**src/rtl/uart_tx_arbiter.sv**
```systemverilog
// ============================================================================
// Module   : uart_tx_arbiter
// Purpose  : Round-robin, message-granular sharing of one UART transmitter
//            between NUM_REQ byte producers. The current owner keeps the
//            UART until it sends the byte flagged last.
// Options  : UART_ARB_HDR_EN - prefix every message with the header byte
//            HDR_BASE + grant index.
// Revision : 1.0 - initial release
// ============================================================================
`default_nettype none

module uart_tx_arbiter #(
  parameter int           NUM_REQ  = 4,
  parameter int           N        = 8,
  parameter int           ID_W     = $clog2(NUM_REQ),
  parameter logic [N-1:0] HDR_BASE = 8'hA0
) (
  input  logic                 sysclk,
  input  logic                 reset,
  input  logic [NUM_REQ-1:0]   req_valid_i,
  input  logic [NUM_REQ*N-1:0] req_data_i,
  input  logic [NUM_REQ-1:0]   req_last_i,
  output logic [NUM_REQ-1:0]   req_ready_o,
  output logic [N-1:0]         tx_data_o,
  output logic                 tx_start_o,
  input  logic                 tx_busy_i,
  output logic [ID_W-1:0]      grant_o,
  output logic                 busy_o
);

  typedef enum logic [2:0] {
    S_IDLE    = 3'd0,
    S_LOAD    = 3'd1,
    S_WAIT_HI = 3'd2,
    S_WAIT_LO = 3'd3
`ifdef UART_ARB_HDR_EN
    ,
    S_HDR     = 3'd4
`endif
  } state_t;

  state_t          r_state;
  state_t          w_state_nxt;
  logic [ID_W-1:0] r_grant;
  logic [ID_W-1:0] w_grant_nxt;
  logic [ID_W-1:0] r_ptr;
  logic [ID_W-1:0] w_ptr_nxt;
  logic            r_last;
  logic            w_last_nxt;
  logic            r_busy;
  logic            w_busy_nxt;
  logic            r_start;
  logic            w_start_nxt;
  logic [N-1:0]    r_data;
  logic [N-1:0]    w_data_nxt;

  logic            w_any;
  logic [ID_W-1:0] w_pick;
  logic            w_owner_valid;
  logic            w_owner_last;
  logic [N-1:0]    w_owner_data;
  logic [ID_W-1:0] w_grant_inc;

  assign w_owner_valid = req_valid_i[r_grant];
  assign w_owner_last  = req_last_i[r_grant];
  assign w_owner_data  = req_data_i[int'(r_grant)*N +: N];
  // Pointer wraps explicitly so non power-of-two NUM_REQ never names an absent requester
  assign w_grant_inc   = (int'(r_grant) == NUM_REQ-1) ? '0 : r_grant + 1'b1;

`ifdef UART_ARB_HDR_EN
  logic [N-1:0] w_hdr_byte;
  assign w_hdr_byte = HDR_BASE + {{(N-ID_W){1'b0}}, r_grant};
`endif

  // Round-robin search: first valid requester at or after the pointer, wrapping
  always_comb begin
    int              v_idx;
    logic [ID_W-1:0] v_sel;
    w_any  = 1'b0;
    w_pick = '0;
    v_idx  = 0;
    v_sel  = '0;
    for (int i = 0; i < NUM_REQ; i++) begin
      v_idx = int'(r_ptr) + i;
      if (v_idx >= NUM_REQ) v_idx = v_idx - NUM_REQ;
      v_sel = v_idx[ID_W-1:0];
      if (!w_any && req_valid_i[v_sel]) begin
        w_any  = 1'b1;
        w_pick = v_sel;
      end
    end
  end

  // Next-state and ready logic; the owner's ready is the only combinational output
  always_comb begin
    w_state_nxt = r_state;
    w_grant_nxt = r_grant;
    w_ptr_nxt   = r_ptr;
    w_last_nxt  = r_last;
    w_busy_nxt  = r_busy;
    w_data_nxt  = r_data;
    w_start_nxt = 1'b0;
    req_ready_o = '0;
    case (r_state)
      S_IDLE: begin
        if (w_any) begin
          w_grant_nxt = w_pick;
          w_busy_nxt  = 1'b1;
`ifdef UART_ARB_HDR_EN
          w_state_nxt = S_HDR;
`else
          w_state_nxt = S_LOAD;
`endif
        end
      end
`ifdef UART_ARB_HDR_EN
      S_HDR: begin
        // Header goes out through the normal byte sequence; clearing last returns us to LOAD
        if (!tx_busy_i) begin
          w_data_nxt  = w_hdr_byte;
          w_start_nxt = 1'b1;
          w_last_nxt  = 1'b0;
          w_state_nxt = S_WAIT_HI;
        end
      end
`endif
      S_LOAD: begin
        // Only the owner is served; a stalled owner holds the UART (message lock)
        req_ready_o[r_grant] = w_owner_valid & ~tx_busy_i;
        if (w_owner_valid && !tx_busy_i) begin
          w_data_nxt  = w_owner_data;
          w_start_nxt = 1'b1;
          w_last_nxt  = w_owner_last;
          w_state_nxt = S_WAIT_HI;
        end
      end
      S_WAIT_HI: begin
        if (tx_busy_i) w_state_nxt = S_WAIT_LO;
      end
      S_WAIT_LO: begin
        if (!tx_busy_i) begin
          if (r_last) begin
            w_ptr_nxt   = w_grant_inc;
            w_busy_nxt  = 1'b0;
            w_state_nxt = S_IDLE;
          end else begin
            w_state_nxt = S_LOAD;
          end
        end
      end
      default: begin
        w_state_nxt = S_IDLE;
      end
    endcase
  end

  // State and registered outputs; reset abandons any partial message immediately
  always_ff @(posedge sysclk or posedge reset) begin
    if (reset) begin
      r_state <= S_IDLE;
      r_grant <= '0;
      r_ptr   <= '0;
      r_last  <= 1'b0;
      r_busy  <= 1'b0;
      r_start <= 1'b0;
      r_data  <= '0;
    end else begin
      r_state <= w_state_nxt;
      r_grant <= w_grant_nxt;
      r_ptr   <= w_ptr_nxt;
      r_last  <= w_last_nxt;
      r_busy  <= w_busy_nxt;
      r_start <= w_start_nxt;
      r_data  <= w_data_nxt;
    end
  end

  assign tx_data_o  = r_data;
  assign tx_start_o = r_start;
  assign grant_o    = r_grant;
  assign busy_o     = r_busy;

endmodule

`default_nettype wire

```
**config.mk**
```make
export PLATFORM = sky130hd
export DESIGN_NAME = uart_tx_arbiter
export DESIGN_NICKNAME = d
export VERILOG_FILES = /design/src/rtl/uart_tx_arbiter.sv
export SDC_FILE = /design/constraint.sdc
export NUM_CORES = 1
export LEC_CHECK = 0
export ABC_AREA = 1
export ABC_CLOCK_PERIOD_IN_PS = 4650
export CORE_ASPECT_RATIO = 1.1
export CORE_UTILIZATION = 46
export DETAILED_ROUTE_END_ITERATION = 6
export PLACE_DENSITY = 0.85
export SYNTH_ARGS = -nofsm -noshare
export SYNTH_HDL_FRONTEND = slang
export SYNTH_SLANG_ARGS = --single-unit
```
**constraint.sdc**
```tcl
create_clock -name sysclk -period 4.65 [get_ports sysclk]
set_clock_uncertainty 0.1 [all_clocks]
set_input_delay 0.93 -clock sysclk [delete_from_list [all_inputs] [get_ports sysclk]]
set_output_delay 0.93 -clock sysclk [all_outputs]
set_load 0.02 [all_outputs]
```
==> impl_results.md, run 1 <==
* Largest net degree at the start of global routing at 25
* Compound-cell area share of the yosys netlist at 0.1357
* Area Growth Syn to Fin at 42.44%
* Post-Synth XOR/XNOR Area at 0
* Post-CTS Hold Buffers at 0
* Fmax at 251.2 MHz
* Number of I/O pins at 59
* Class of the worst hold path: register to register
* Buf+Inv Stages, Crit Path at 3
* H-tree levels at 1
* Vias after detailed routing at 1579
* Initial Utilization at 0.5000
* # diodes at 0
* Ys async rst share at 1.000
* Met1 Track Usage GR at 0.2744
* Die height at 60.66 um
* CP startpoint kind: primary input
* Cell family with most CP delay: buffers and inverters
* Sum Neg Setup Slack at 0 ps
* Slowest stage cell, crit path: clkdlybuf4s50_1
* Vias per cell at 5.127
* Met2 Resource Use GR at 0.4286
* Synth Area in Simple Gates at 0.4000
* Final setup margin at 669.3 ps
* Post-Route WL at 3.593 mm
* Peak per-stage delay on the critical path at 620 ps
* Core Rows at 20
* Grt ovf at 0
* Sw frac at 0.5190
* Max-Cap Viols at 0
* Measured slew at the worst slew-check pin at 633.1 ps
* M3 GR Usage at 0.05117
* Peak supply drop at 0.0004131 V
* Longest Clk Path Bufs at 2
* Worst skew pair latency at 280 ps
* Crit Path Max Fanout at 13
* Pint at 581.9 uW
* Drt pass-1 iters at 4
* Setup violations, final at 0
* Clk root buf: clkbuf_4
* Post-synthesis mux area share at 0
* # DRC at 0
* Core ar. at 0.002878 mm2
* WP data required at 3620 ps
* Hold Violations, Final at 0
* Clock Power Share at 0.063
* PortBufs at 58
* Number of global-route vias before repair at 1440
* Gpl congestion at 0.8632
* Antenna Violating Nets Remaining at 0
* EDFF count, synth at 0
* Largest family of logic cells by synthesized area: simple AND/OR/NAND/NOR gates
* Outcome: finished clean
* Avg Cell Area, Syn at 6.511 um2
* First-pass GRT wire length at 6.147 mm
* RSZ-0062 raised after global routing: false
* Area contributors post-synth: dfrtp_1, nand2_1, o21ai_0, ha_1, nor2_1
* Die X at 55.33 um
* CP Capture Type: output port
* Seq/Total Area, Yosys at 0.2957
* Num CTS Buffers at 3
* Final Net Count at 327
* Hold Slack at 379.5 ps
* Total GRT Usage at 0.2310
* Max-slew headroom at the worst pin at 0.5775
* Reg power frac at 0.241
* Leak Pwr at 0.9964 nW
* Logic pwr share at 0.696
* Yosys warnings at 0
* Place WS at 655.8 ps
* Post-synth top area share at 0.2957
* CTS tree: done
* Area of the mapped netlist at 0.001439 mm2
* Max-slew violation count at 0
* GRT busiest layer: met2
* Largest area contributor in the netlist: dfrtp_1
* Post-Syn Instances at 221
* CP Cell Sequence: clkdlybuf4s50_1 -> inv_1 -> nand2_1 -> nand3_1 -> nand2_1 -> nand3_1 -> nor2_1 -> clkdlybuf4s50_1
* Fin crit share at 0.8561
* P per Cell Area at 590.3 mW/mm2
* Setup CP Type: primary input to output port
* Setup repair bufs after CTS at 0
* Unique cell type count in the Yosys netlist at 27
* Fraction of layout instances using a drive strength above 1 at 0.08727
* Synthesized flop and latch total at 17
* WL/cell at 11.67 um
* Synth Net Count at 272
* Primary FF master, synth: dfrtp_1
* Initial antenna violation count at 0
* DR iter-0 viols at 49
* Die ar. at 0.003356 mm2
* HPWL Detailed at 2.756 mm
* Sw Pwr at 627.8 uW
* Adder-Cell Fraction of Synth Area at 0.06957
* Fin crit period at 3981 ps
* Clk sinks at 17
* Post-cts gate resize count at 0
* Worst-path clk slew at 90 ps
* Critical path arrival at 2950 ps
* Total power draw at 1.210 mW
-- state kept, by name, indices dropped and copies added (netlist names) --
name	cells
busy_o	1
tx_data_o	8
r_state	2
tx_start_o	1
grant_o	2
r_last	1
r_ptr	2
-- cells in the mapped netlist, types with 2 or more instances --
master	number
clkbuf_1	4
nand2_4	2
o21ai_0	21
o22ai_1	9
dfrtp_1	17
nand4_1	2
buf_2	3
ha_1	8
inv_1	19
nand2_1	73
nand2_2	9
nor2_1	23
inv_2	4
nand3_1	14
-- placed cells by master (no fill, tap or decap) --
cell type and instances:
o21ai_1 1, a21oi_1 1, o21ai_2 1, buf_4 1
nand3_1 14, nor2_4 1, inv_2 4, clkdlybuf4s50_1 58
nand2_1 73, nand2_2 9, and2_1 1, nor2_1 23
nand3_2 1, nand4_4 1, nor3_1 1, o211ai_1 1
inv_1 19, o22ai_1 9, clkbuf_4 3, ha_1 8
nand2_4 2, nand4_1 2, o21bai_1 1, dfrtp_1 17
clkbuf_1 1, inv_8 1, o21ai_0 21
-- metrics by stage --
step	std cells	util	cell area (um2)
after global routing	308	0.7122	2049
final	308	0.7122	2049
after CTS	308	0.7122	2049
after global placement	304	0.7030	2023
after detailed placement	304	0.7030	2023
after floorplan	221	-	1439
-- final timing paths --
check,start,endpoint,slack [ps],cells after the start
min,busy_o,busy_o,380,2
max in group asynchronous,reset,r_ptr[1],3130,2
max reg2reg,grant_o[1],r_last,2280,7
max,req_valid_i[0],req_ready_o[3],670,8
min reg2reg,busy_o,busy_o,380,2
min in group asynchronous,reset,tx_start_o,920,2
-- power groups by stage --
| stage | clock [mW] | sequential (mW) | combinational [mW] |
|---|---|---|---|
| after floorplan | 0 | 0.321 | 0.571 |
| after global placement | 0 | 0.291 | 0.830 |
| after detailed placement | 0 | 0.294 | 0.842 |
| after CTS | 0.0772 | 0.291 | 0.848 |
| after global routing | 0.0855 | 0.301 | 0.946 |
| final | 0.0762 | 0.291 | 0.842 |
-- per-layer routing --
metal / up-vias / share of wire
li1: 813 / -
met1: 700 / 0.42
met2: 62 / 0.50
met3: 4 / 0.068
met4: 0 / 0.0092
met5: - / 0
-- kinds of logic after synthesis --
logic type,after synthesis
buf+inv,33
flops,17
compound gates,35
fa+ha+maj,8
simple gates,128
-- layout make-up --
type	count	area [um2]
timing repair buffer	59	588.1
fill	259	828.3
clock buffer	4	26.28
multi-input combinational	171	870.8
inverter	24	97.59
tap	33	41.29
sequential	17	425.4
-- worst register-to-register path: stages (launching register included) --
cell,delay (ps)
dfrtp_1,570
inv_1,400
nand3_1,120
nand2_1,110
nand3_1,390
inv_1,450
nand2_1,90
o21ai_1,80
No activity file was read; power rests on OpenSTA's default activity.
==> inputs of run 2 (changes only) <==
- SETUP_SLACK_MARGIN: default -> 0.2
==> results of run 2 <==
The final DEF is identical to that of run 1; final timing and power are the same.
